===== config.mk =====
export PLATFORM = sky130hd
export DESIGN_NAME = sqrt_share_ctrl_flat
export DESIGN_NICKNAME = d
export VERILOG_FILES = /design/src/rtl/sqrt_share_ctrl_if.sv /design/src/rtl/sqrt_share_ctrl.sv /design/src/flat_wrapper.sv
export SDC_FILE = /design/constraint.sdc
export NUM_CORES = 1
export LEC_CHECK = 0
export ABC_AREA = 0
export CAP_MARGIN = 20
export CORE_AREA = 3 3 120 122
export DETAILED_ROUTE_END_ITERATION = 16
export DIE_AREA = 0 0 123 125
export DONT_BUFFER_PORTS = 1
export GPL_ROUTABILITY_DRIVEN = 0
export GPL_TIMING_DRIVEN = 0
export HOLD_SLACK_MARGIN = 0.05
export PLACE_DENSITY = 0.5
export SKIP_LAST_GASP = 1
export SLEW_MARGIN = 30
export SYNTH_ARGS = -nofsm -noshare
export SYNTH_HDL_FRONTEND = slang
export SYNTH_SLANG_ARGS = --single-unit

===== constraint.sdc =====
create_clock -name clock -period 4.6 [get_ports clock]
set_input_delay 0.92 -clock clock [delete_from_list [all_inputs] [get_ports clock]]
set_output_delay 0.92 -clock clock [all_outputs]
set_load 0.03 [all_outputs]

===== src/rtl/sqrt_share_ctrl_if.sv =====
// Requester-side and square-root-unit-side signals of sqrt_share_ctrl.
// The controller uses the slave modport; the requesters/unit environment uses master.
interface sqrt_share_ctrl_if #(
  parameter int NREQ = 4,
  parameter int W    = 32
);
  logic [NREQ-1:0]   req;
  logic [NREQ*W-1:0] req_operand;
  logic [NREQ-1:0]   ack;
  logic [W-1:0]      rsp_data;
  logic              rsp_err;
  logic              busy;
  logic              sq_start;
  logic [W-1:0]      sq_a;
  logic [W-1:0]      sq_b;
  logic              sq_ready;

  modport master (
    output req, req_operand, sq_b, sq_ready,
    input  ack, rsp_data, rsp_err, busy, sq_start, sq_a
  );

  modport slave (
    input  req, req_operand, sq_b, sq_ready,
    output ack, rsp_data, rsp_err, busy, sq_start, sq_a
  );
endinterface


===== src/rtl/sqrt_share_ctrl.sv =====
// Round-robin sharing of one iterative square-root unit between NREQ requesters.
// Define SQRT_SHARE_TIMEOUT_EN to bound WAIT to TIMEOUT cycles (flagged by rsp_err).
module sqrt_share_ctrl #(
  parameter int NREQ    = 4,
  parameter int W       = 32,
  parameter int TIMEOUT = 64
) (
  input logic              clock,
  input logic              reset,
  sqrt_share_ctrl_if.slave bus
);
  localparam int IW = $clog2(NREQ);

  if (NREQ < 2 || NREQ > 8 || TIMEOUT < 1) begin : g_param_chk
    $error("sqrt_share_ctrl: NREQ must be 2..8 and TIMEOUT at least 1");
  end

  // IDLE grant | ISSUE start pulse | DRAIN skip stale ready | WAIT await ready | DONE ack
  typedef enum logic [2:0] {S_IDLE, S_ISSUE, S_DRAIN, S_WAIT, S_DONE} state_t;

  state_t          state_q, state_d;
  logic [IW-1:0]   last_q, last_d;
  logic [IW-1:0]   gnt_q, gnt_d;
  logic [W-1:0]    sq_a_q, sq_a_d;
  logic            sq_start_q, sq_start_d;
  logic [NREQ-1:0] ack_q, ack_d;
  logic [W-1:0]    rsp_data_q, rsp_data_d;
  logic            rsp_err_q, rsp_err_d;
  logic [IW-1:0]   pick;
  logic            pick_vld;
  logic            expired;

`ifdef SQRT_SHARE_TIMEOUT_EN
  localparam int CW = $clog2(TIMEOUT + 1);
  logic [CW-1:0] cnt_q, cnt_d;

  assign expired = (cnt_q == CW'(TIMEOUT - 1));

  always_comb begin
    cnt_d = cnt_q;
    if (state_q == S_DRAIN) cnt_d = '0;
    else if (state_q == S_WAIT) cnt_d = cnt_q + 1'b1;
  end

  always_ff @(posedge clock or posedge reset) begin
    if (reset) cnt_q <= '0;
    else       cnt_q <= cnt_d;
  end
`else
  assign expired = 1'b0;
`endif

  // Nearest set request after last wins: scan far-to-near so the nearest overwrites.
  always_comb begin : rr_pick
    int idx;
    idx      = 0;
    pick     = last_q;
    pick_vld = 1'b0;
    for (int off = NREQ; off >= 1; off--) begin
      idx = int'(last_q) + off;
      if (idx >= NREQ) idx = idx - NREQ;
      if (bus.req[idx[IW-1:0]]) begin
        pick     = idx[IW-1:0];
        pick_vld = 1'b1;
      end
    end
  end

  always_comb begin
    state_d    = state_q;
    last_d     = last_q;
    gnt_d      = gnt_q;
    sq_a_d     = sq_a_q;
    sq_start_d = 1'b0;
    ack_d      = '0;
    rsp_data_d = '0;
    rsp_err_d  = 1'b0;
    case (state_q)
      S_IDLE: begin
        if (pick_vld) begin
          state_d    = S_ISSUE;
          gnt_d      = pick;
          last_d     = pick;
          sq_a_d     = bus.req_operand[pick*W +: W];
          sq_start_d = 1'b1;
        end
      end
      S_ISSUE: state_d = S_DRAIN;
      S_DRAIN: state_d = S_WAIT;
      S_WAIT: begin
        if (bus.sq_ready) begin
          state_d        = S_DONE;
          ack_d[gnt_q]   = 1'b1;
          rsp_data_d     = bus.sq_b;
        end else if (expired) begin
          state_d        = S_DONE;
          ack_d[gnt_q]   = 1'b1;
          rsp_err_d      = 1'b1;
        end
      end
      S_DONE:  state_d = S_IDLE;
      default: state_d = S_IDLE;
    endcase
  end

  always_ff @(posedge clock or posedge reset) begin
    if (reset) begin
      state_q    <= S_IDLE;
      last_q     <= IW'(NREQ - 1);
      gnt_q      <= '0;
      sq_a_q     <= '0;
      sq_start_q <= 1'b0;
      ack_q      <= '0;
      rsp_data_q <= '0;
      rsp_err_q  <= 1'b0;
    end else begin
      state_q    <= state_d;
      last_q     <= last_d;
      gnt_q      <= gnt_d;
      sq_a_q     <= sq_a_d;
      sq_start_q <= sq_start_d;
      ack_q      <= ack_d;
      rsp_data_q <= rsp_data_d;
      rsp_err_q  <= rsp_err_d;
    end
  end

  assign bus.ack      = ack_q;
  assign bus.rsp_data = rsp_data_q;
  assign bus.rsp_err  = rsp_err_q;
  assign bus.busy     = (state_q != S_IDLE);
  assign bus.sq_start = sq_start_q;
  assign bus.sq_a     = sq_a_q;
endmodule


===== src/flat_wrapper.sv =====
// flat-port wrapper written by rule: the top's interface ports become plain ports
module sqrt_share_ctrl_flat 
#(
  parameter int NREQ    = 4,
  parameter int W       = 32,
  parameter int TIMEOUT = 64
)
  (clock, reset, bus_req, bus_req_operand, bus_sq_b, bus_sq_ready, bus_ack, bus_rsp_data, bus_rsp_err, bus_busy, bus_sq_start, bus_sq_a);
  sqrt_share_ctrl_if #(.NREQ(NREQ), .W(W)) bus_i ();
  input logic clock;
  input logic reset;
  input wire logic [$bits(bus_i.req)-1:0] bus_req;
  input wire logic [$bits(bus_i.req_operand)-1:0] bus_req_operand;
  input wire logic [$bits(bus_i.sq_b)-1:0] bus_sq_b;
  input wire logic [$bits(bus_i.sq_ready)-1:0] bus_sq_ready;
  output wire logic [$bits(bus_i.ack)-1:0] bus_ack;
  output wire logic [$bits(bus_i.rsp_data)-1:0] bus_rsp_data;
  output wire logic [$bits(bus_i.rsp_err)-1:0] bus_rsp_err;
  output wire logic [$bits(bus_i.busy)-1:0] bus_busy;
  output wire logic [$bits(bus_i.sq_start)-1:0] bus_sq_start;
  output wire logic [$bits(bus_i.sq_a)-1:0] bus_sq_a;
  assign bus_i.req = bus_req;
  assign bus_i.req_operand = bus_req_operand;
  assign bus_i.sq_b = bus_sq_b;
  assign bus_i.sq_ready = bus_sq_ready;
  assign bus_ack = bus_i.ack;
  assign bus_rsp_data = bus_i.rsp_data;
  assign bus_rsp_err = bus_i.rsp_err;
  assign bus_busy = bus_i.busy;
  assign bus_sq_start = bus_i.sq_start;
  assign bus_sq_a = bus_i.sq_a;
  sqrt_share_ctrl #(.NREQ(NREQ), .W(W), .TIMEOUT(TIMEOUT)) u_core (.clock(clock), .reset(reset), .bus(bus_i));
endmodule

# --- Word level (Yosys, flattened, before mapping) ---
# Cells that the tools add are included.
totals:
  register_bits: 76
  input_bits: 167
  output_inout_bits: 71
  wordCells: 67
op_classes:
  n_addsub: 8
  order_cmp: 10
  eq_ne: 5
  shift: 1
  n_mux: 31
  n_reduce_logical: 5
ops:
  columns: ["cell", "count"]
  rows:
  - ["$shiftx A128 B8 Y32", 1]
  - ["$mux W32", 2]
  - ["$mux W2", 8]
  - ["$lt A2 B3 Y1 const B", 5]
  - ["$pmux W3 S4", 1]
  - ["$mux W1", 11]
  - ["$ge A3 B3 Y1 const B", 3]
  - ["$bmux W1 S2", 4]
  - ["$mux W4", 2]
  - ["$sub A2 B1 Y2 const B", 4]
  - ["$add A2 B2 Y3 const B", 2]
  - ["$eq A3 B2 Y1 const B", 2]
  - ["$mux W3", 2]
  - ["$add A2 B3 Y4 const B", 1]
  - ["$ge A4 B3 Y1 const B", 1]
  - ["$reduce_and A2 Y1", 2]
  - ["$add A2 B1 Y3 const B", 1]
  - ["$eq A3 B1 Y1 const B", 1]
  - ["$logic_not A3 Y1", 1]
  - ["$reduce_bool A3 Y1", 1]
  - ["$demux W1 S2", 1]
  - ["$ge A2 B1 Y1 const B", 1]
  - ["$ne A2 B1 Y1 const B", 1]
  - ["$ne A2 B2 Y1 const B", 1]
  - ["$logic_and A1 B1 Y1", 1]

# --- Logic depth before layout (Yosys ltp) ---
# Gate-level depths: netlist (run 1).
logic_depth:
  depth_word: 11
  ltp_mapped: 8

# --- Worst setup path after synthesis (run 1) ---
# Ideal clock, no wire load.
synth_timing:
  kind: "input -> register"
  startpoint: "input bus_req[3]"
  endpoint: "register u_core.sq_a_q[11], in the netlist u_core.bus.sq_a[11]"
  setup_ps: 128
  t_arrival_ps: 2151
  path_slack_ps: 2321
  path_stages: 7
  path_buffers: 1
  path_cell_list: "or4_1 nand2_2 inv_2 clkbuf_1 nand3_1 mux2_2 o211ai_2"
synth_via:
  elab_chain_len: 7
synth_rtl:
  columns: ["element", "line_no", "source"]
  rows:
  - ["from (decl)", "flat_wrapper.sv:12", "input wire logic [$bits(bus_i.req)-1:0] bus_req;"]
  - ["$bmux W1 S2", "sqrt_share_ctrl.sv:62", "if (bus.req[idx[IW-1:0]]) begin"]
  - ["$mux W1 (implied by the code)", "sqrt_share_ctrl.sv:62", null]
  - ["$mux W2 / $mux W1 (equally long branches) (4 in a row)", "sqrt_share_ctrl.sv:62", null]
  - ["$shiftx A128 B8 Y32 / $reduce_and A2 Y1 (equally long branches)", null, null]
  - ["to (signal assigned)", "sqrt_share_ctrl.sv:120", "sq_a_q <= sq_a_d;"]
  - ["to (decl)", "sqrt_share_ctrl.sv:24", "logic [W-1:0] sq_a_q, sq_a_d;"]
# Parallel ways exist; a longest one is shown, timed or not. The select of a mux whose other input is x is not followed.
# A chain may end at the register's enable or synchronous reset.

# --- Final worst setup path (run 1) ---
layout_timing:
  startpoint: "register u_core.last_q[1]"
  endpoint: "register u_core.sq_a_q[1], in the netlist u_core.bus.sq_a[1]"
layout_via:
  elab_chain_len: 10
layout_rtl:
  columns: ["element", "line_no", "source"]
  rows:
  - ["from (decl)", "sqrt_share_ctrl.sv:22", "logic [IW-1:0] last_q, last_d;"]
  - ["from (signal assigned)", "sqrt_share_ctrl.sv:109", "last_q <= IW'(NREQ - 1);"]
  - ["from (signal assigned)", "sqrt_share_ctrl.sv:118", "last_q <= last_d;"]
  - ["$add A2 B3 Y4", "sqrt_share_ctrl.sv:60", "idx = int'(last_q) + off;"]
  - ["$ge A4 B3 Y1 / $sub A2 B1 Y2 (equally long branches)", "sqrt_share_ctrl.sv:61", "if (idx >= NREQ) idx = idx - NREQ;"]
  - ["$mux W2", "sqrt_share_ctrl.sv:61", null]
  - ["$bmux W1 S2", "sqrt_share_ctrl.sv:62", null]
  - ["$mux W1 (implied by the code)", "sqrt_share_ctrl.sv:62", null]
  - ["$mux W2 / $mux W1 (equally long branches) (4 in a row)", "sqrt_share_ctrl.sv:62", null]
  - ["$shiftx A128 B8 Y32 / $reduce_and A2 Y1 (equally long branches)", null, null]
# Parallel ways exist; a longest one is shown, timed or not. The select of a mux whose other input is x is not followed.

==> flow_summary.yaml, run 1 <==
critical_path:
  critPathMaxStageDelay_ps: 510
  crit_chain: "buf_2 -> mux2i_1 -> nor2_1 -> a311oi_2 -> buf_6 -> buf_6 -> mux2_1 -> o211ai_1"
  arrival_ps: 2580
  cp_slowest_cell: "dfstp_2"
  worstSetupStartpointType: "flip-flop"
  worst-setup-path-type: "reg -> reg"
  r2r_cells: 8
  critical_path_buf_inv_count: 3
  end_kind: "flip-flop"
  r2r_slack_ps: 2270
  cpMostUsedCell: "buf_6"
  crit_fanout: 10
  timing.rr.start: "u_core.last_q[1]"
  r2r-end: "u_core.bus.sq_a[1]"
  crit_family: "buffers and inverters"
  required_ps: 4850
floorplanning:
  initial_core_util_pct: 30.0
  dieArea_um2: 15400
  pin_count: 238
  row_count: 42
  fp.dieH_um: 125
  core_area_um2: 13300
  die_x_um: 123
final_layout:
  drive_above_1_share_pct: 19.8
  fill_cells: 1356
  final_cell_mix: "dfrtp_1, nand3_1, nand2_1"
  finish.utilization_pct: 33.9
  final_nets: 551
  antenna_cells: 0
  area_growth_pct: 13.0
  layout_commonest_cell: "dfrtp_1"
clocking:
  cts_setup_buffers: 0
  clk_root_buffer_cell: "clkbuf_16"
  cts_resized: 0
  cts_buffers: 9
  h-tree-depth: 3
  clockBufferDepth: 2
  cts_num_sinks: 76
  hold_buffers: 0
  clock_latency_ps: 330
  cts_tree: "done"
  path_clk_slew_ps: 60
drt:
  drtAntennaViolNets: 0
  drc: 0
  first_pass_iters: 4
  post_drt_wl_per_cell_um: 21.5
  drtIter0Drc: 118
  route.vias.total: 2913
  avgViaCountPerCell: 5.16
  routed_wl_um: 12200
pwr:
  p_clk_share_pct: 19.5
  p_int_w: 0.00176
  swShare_pct: 46.8
  power_leakage_nw: 1.93
  p_comb_share_pct: 37.4
  total_power_w: 0.00330
  power_frac_seq_pct: 43.1
  p_sw_w: 0.00154
  ir_drop_v: 0.000235
  power.density_nw_per_um2: 732
global_routing:
  grt_max_degree: 47
  overflow: 0
  grtUsageTotal_pct: 15.3
  antenna_found_initial: 0
  first_global_vias: 3150
  grt_pass1_wl_um: 17600
timing:
  max-slew-margin-rel_pct: 65.9
  maxSlewViolCount: 0
  tns_ps: 0
  final-setup-viol-count: 0
  grt_setup_unrepaired: "no"
  skew_ps: 8.10
  fin_crit_sh_pct: 50.6
  fmax_mhz: 430
  report.final.hold_viol_count: 0
  period_needed_ps: 2330
  worst_pin_slew_ps: 511
run_status:
  status: "finished clean"
logic_synthesis:
  syn_area_um2: 3990
  synth-seq-cells: 76
  syn_inst: 372
  avgSynthCellArea_um2: 10.7
  yosys_warnings: 0
  ys_types: 32
  synth-seq-area-share_pct: 47.8
  syn_nets: 539
placement:
  io_buffers: 0
  dp_hpwl_um: 9580
job:
  maxCapViolCount: 0
min_path:
  hp-class: "in -> async"
## power groups by stage
stage	Combinational [W]	Clock (W)	Sequential (W)
CTS	0.00127	0.000669	0.00143
detailed placement	0.00127	0	0.00144
floorplan	0.000966	0	0.00138
finish	0.00123	0.000642	0.00142
global route	0.00137	0.000698	0.00145
global placement	0.00123	0	0.00144
## layer usage
layer	GRT usage, %	share of wire, %	routed length, um
met1	16.9	38	4570
met4	5.67	1.2	144
met2	25.8	49	5950
met3	6.68	12	1510
met5	0	0	0
## logic make-up (layout without fill, tap and decap cells)
family	Yosys count	after routing	share of synthesized area (%)
other	1	1	0.0940
AND/OR/NAND/NOR	151	151	19.1
AO/OA/AOI/OAI	42	42	10.4
multiplexers	65	65	17.3
buffers and inverters	37	54	5.27
flip-flops	76	76	47.8
## worst max-delay path by stage
stage                     start             endpoint  slack [ps]  cells past startpoint
2_1_floorplan             reset    u_core.bus.ack[0]        1740                      1
3_5_place_dp         bus_req[3]  u_core.bus.sq_a[20]        1890                      7
5_1_grt        u_core.last_q[1]   u_core.bus.sq_a[2]        2020                      8
3_3_place_gp              reset  u_core.bus.sq_a[25]         840                      1
6_report       u_core.last_q[1]   u_core.bus.sq_a[1]        2270                      8
4_1_cts        u_core.last_q[1]   u_core.bus.sq_a[2]        2160                      8
## cell usage after synthesis, drive strengths merged
cell	count	area share, %
a21o	1	0.19
a21oi	4	0.50
a311oi	1	0.38
a31oi	1	0.16
and2	32	5.0
and3	1	0.16
buf	24	4.0
clkbuf	9	0.85
conb	1	0.094
dfrtp	74	46
dfstp	2	1.3
inv	4	0.38
mux2	32	9.0
mux2i	33	8.3
nand2	35	3.4
nand2b	5	0.78
nand3	65	8.2
nand3b	1	0.19
nor2	7	0.66
nor3	2	0.25
nor3b	1	0.19
nor4	1	0.16
o211ai	32	8.7
o21a	2	0.38
o21bai	1	0.19
or4	1	0.19
## area by class of cell
type                            instances  area, um2  share of cell area [%]
Timing Repair Buffer                    1       27.5                   0.611
Clock inverter                          5       35.0                   0.778
Inverter                                4       17.5                   0.389
Clock buffer                           11        233                    5.17
Tap cell                              176        220                    4.89
Sequential cell                        76       1900                    42.3
Multi-Input combinational cell        259       1870                    41.6
Buffer                                 33        195                    4.33
## sequential cells by signal, summed over array words and instances (netlist names)
signal               cells
u_core.last_q            2
u_core.state_q           3
u_core.bus.sq_start      1
u_core.gnt_q             2
u_core.bus.ack           4
u_core.bus.sq_a         32
u_core.bus.rsp_data     32
## through the flow
step / cells / area, um2 / hold WS [ps] / setup slack [ps]
5_1_grt: 565 / 4510 / 489 / 2020
4_1_cts: 565 / 4510 / 461 / 2160
3_5_place_dp: 549 / 4240 / 489 / 1890
6_report: 565 / 4510 / 465 / 2270
2_1_floorplan: 372 / 3990 / 455 / 1740
3_3_place_gp: 548 / 4210 / 482 / 839
Power figures use the tool's default switching activity.
==> inputs of run 2 (changes only) <==
==> constraint.sdc (replaced) <==
create_clock -name clock -period 2.2 [get_ports clock]
set_input_delay 0.44 -clock clock [delete_from_list [all_inputs] [get_ports clock]]
set_output_delay 0.44 -clock clock [all_outputs]
set_load 0.03 [all_outputs]
==> flow_summary.yaml, run 2 (same netlist as run 1, synthesis figures left out) <==
critical_path:
  crit_fanout: 10
  critPathMaxStageDelay_ps: 600
  r2r_slack_ps: 100
  critical_path_buf_inv_count: 2
  crit_family: "flip-flops"
  path_depth: 7
  crit_chain: "nand3b_1 -> a31oi_1 -> buf_4 -> buf_2 -> nand3_1 -> mux2_1 -> o211ai_2"
  arrival_ps: 2350
  worst-setup-path-type: "reg -> reg"
  cp_slowest_cell: "dfstp_2"
  required_ps: 2450
  worstSetupStartpointType: "flip-flop"
  end_kind: "flip-flop"
  r2r_cells: 7
final_layout:
  antenna_cells: 0
  drive_above_1_share_pct: 21.7
  final_nets: 554
  final_cell_mix: "dfrtp_1, nand3_1, nand2_1"
  finish.utilization_pct: 34.6
  layout_commonest_cell: "dfrtp_1"
  post-route-cell-area_um2: 4610
  stdcell_count: 568
  area_growth_pct: 15.5
global_routing:
  grtUsageTotal_pct: 15.3
  antenna_found_initial: 0
  first_global_vias: 3229
  overflow: 0
  grt_pass1_wl_um: 17900
  grt_max_degree: 31
clocking:
  cts_buffers: 9
  clockBufferDepth: 2
  h-tree-depth: 3
  path_clk_slew_ps: 60
  cts_tree: "done"
  cts_num_sinks: 76
  clk_root_buffer_cell: "clkbuf_16"
  clock_latency_ps: 330
placement:
  dp_hpwl_um: 9430
  placed_cells: 550
  io_buffers: 0
  postPlaceCellArea_um2: 4250
timing:
  maxSlewViolCount: 0
  fmax_mhz: 477
  skew_ps: 7.01
  report.final.hold_viol_count: 0
  final-setup-viol-count: 0
  max-slew-margin-rel_pct: 62.4
  grt_setup_unrepaired: "no"
  period_needed_ps: 2100
  fin_crit_sh_pct: 95.4
  tns_ps: 0
  worst_pin_slew_ps: 562
drt:
  routed_wl_um: 12100
  drtIter0Drc: 76
  post_drt_wl_per_cell_um: 21.4
  avgViaCountPerCell: 5.18
  first_pass_iters: 6
  route.vias.total: 2940
  drc: 0
  drtAntennaViolNets: 0
floorplanning:
  dieArea_um2: 15400
  die_x_um: 123
  pin_count: 238
  fp.dieH_um: 125
  core_area_um2: 13300
  initial_core_util_pct: 30.0
  row_count: 42
pwr:
  ir_drop_v: 0.000410
  total_power_w: 0.00713
  power_leakage_nw: 1.97
  power.density_nw_per_um2: 1550
run_status:
  status: "finished clean"
job:
  maxCapViolCount: 0
min_path:
  hp-class: "in -> reg"
  worstHoldPathCells: 1
[run 2: cell count changes in the layout (fill, tap and decap cells not counted), sizes merged]
cell and change:
buf +2, inv -2, bufinv +1, clkinv +1
dlygate4sd3 +1
[run 2: area by class of cell]
class                   count  area (um2)
plain buffers              32         218
clock buffers              11         233
clock inverters             5        61.3
fillers                  1358        8690
inverters                   4        18.8
multi-input cells         259        1890
flip-flops and latches     76        1900
well taps                 176         220
repair buffers              5        65.1
[run 2: final timing paths]
kind,startpoint,end
max,u_core.last_q[1],u_core.bus.sq_a[20]
min,bus_sq_b[14],u_core.bus.rsp_data[14]
max reg2reg,u_core.last_q[1],u_core.bus.sq_a[20]
min reg2reg,u_core.gnt_q[1],u_core.bus.ack[1]
max in group asynchronous,reset,u_core.last_q[1]
min in group asynchronous,reset,u_core.bus.sq_a[5]
[run 2: timing repair]
action	CTS	global route
hold buffers	1	0
setup endpoints to repair	32	32
hold endpoints to repair	20	0
buffers inserted	1	1
gates resized for setup	9	3
pin swaps	1	0
cloned	0	0
[run 2: report_power, final]
group	internal (W)	switching, W	leakage, nW
registers	0.00186	0.00114	0.986
logic	0.00112	0.00151	0.844
clock network	0.000887	0.000609	0.144
total	0.00387	0.00326	1.97
[run 2: per-stage QoR]
step	setup slack [ps]	hold WS, ps
detailed placement	-214	396
global route	8.23	220
floorplan	210	455
global placement	-175	483
finish	102	236
CTS	-5.42	223
[run 2: worst register-to-register path, stage by stage (launching register included)]
cell      delay (ps)
dfstp_2          600
nand3b_1          90
a31oi_1          290
buf_4            240
buf_2            250
nand3_1          150
mux2_1           330
o211ai_2          60
[run 2: layer usage]
metal	track usage [%]	part of all wire (%)	up-vias
met2	26.5	48	178
met5	0	0	-
met4	4.36	1.7	0
met3	5.92	11	14
li1	-	-	1336
met1	17.3	39	1412
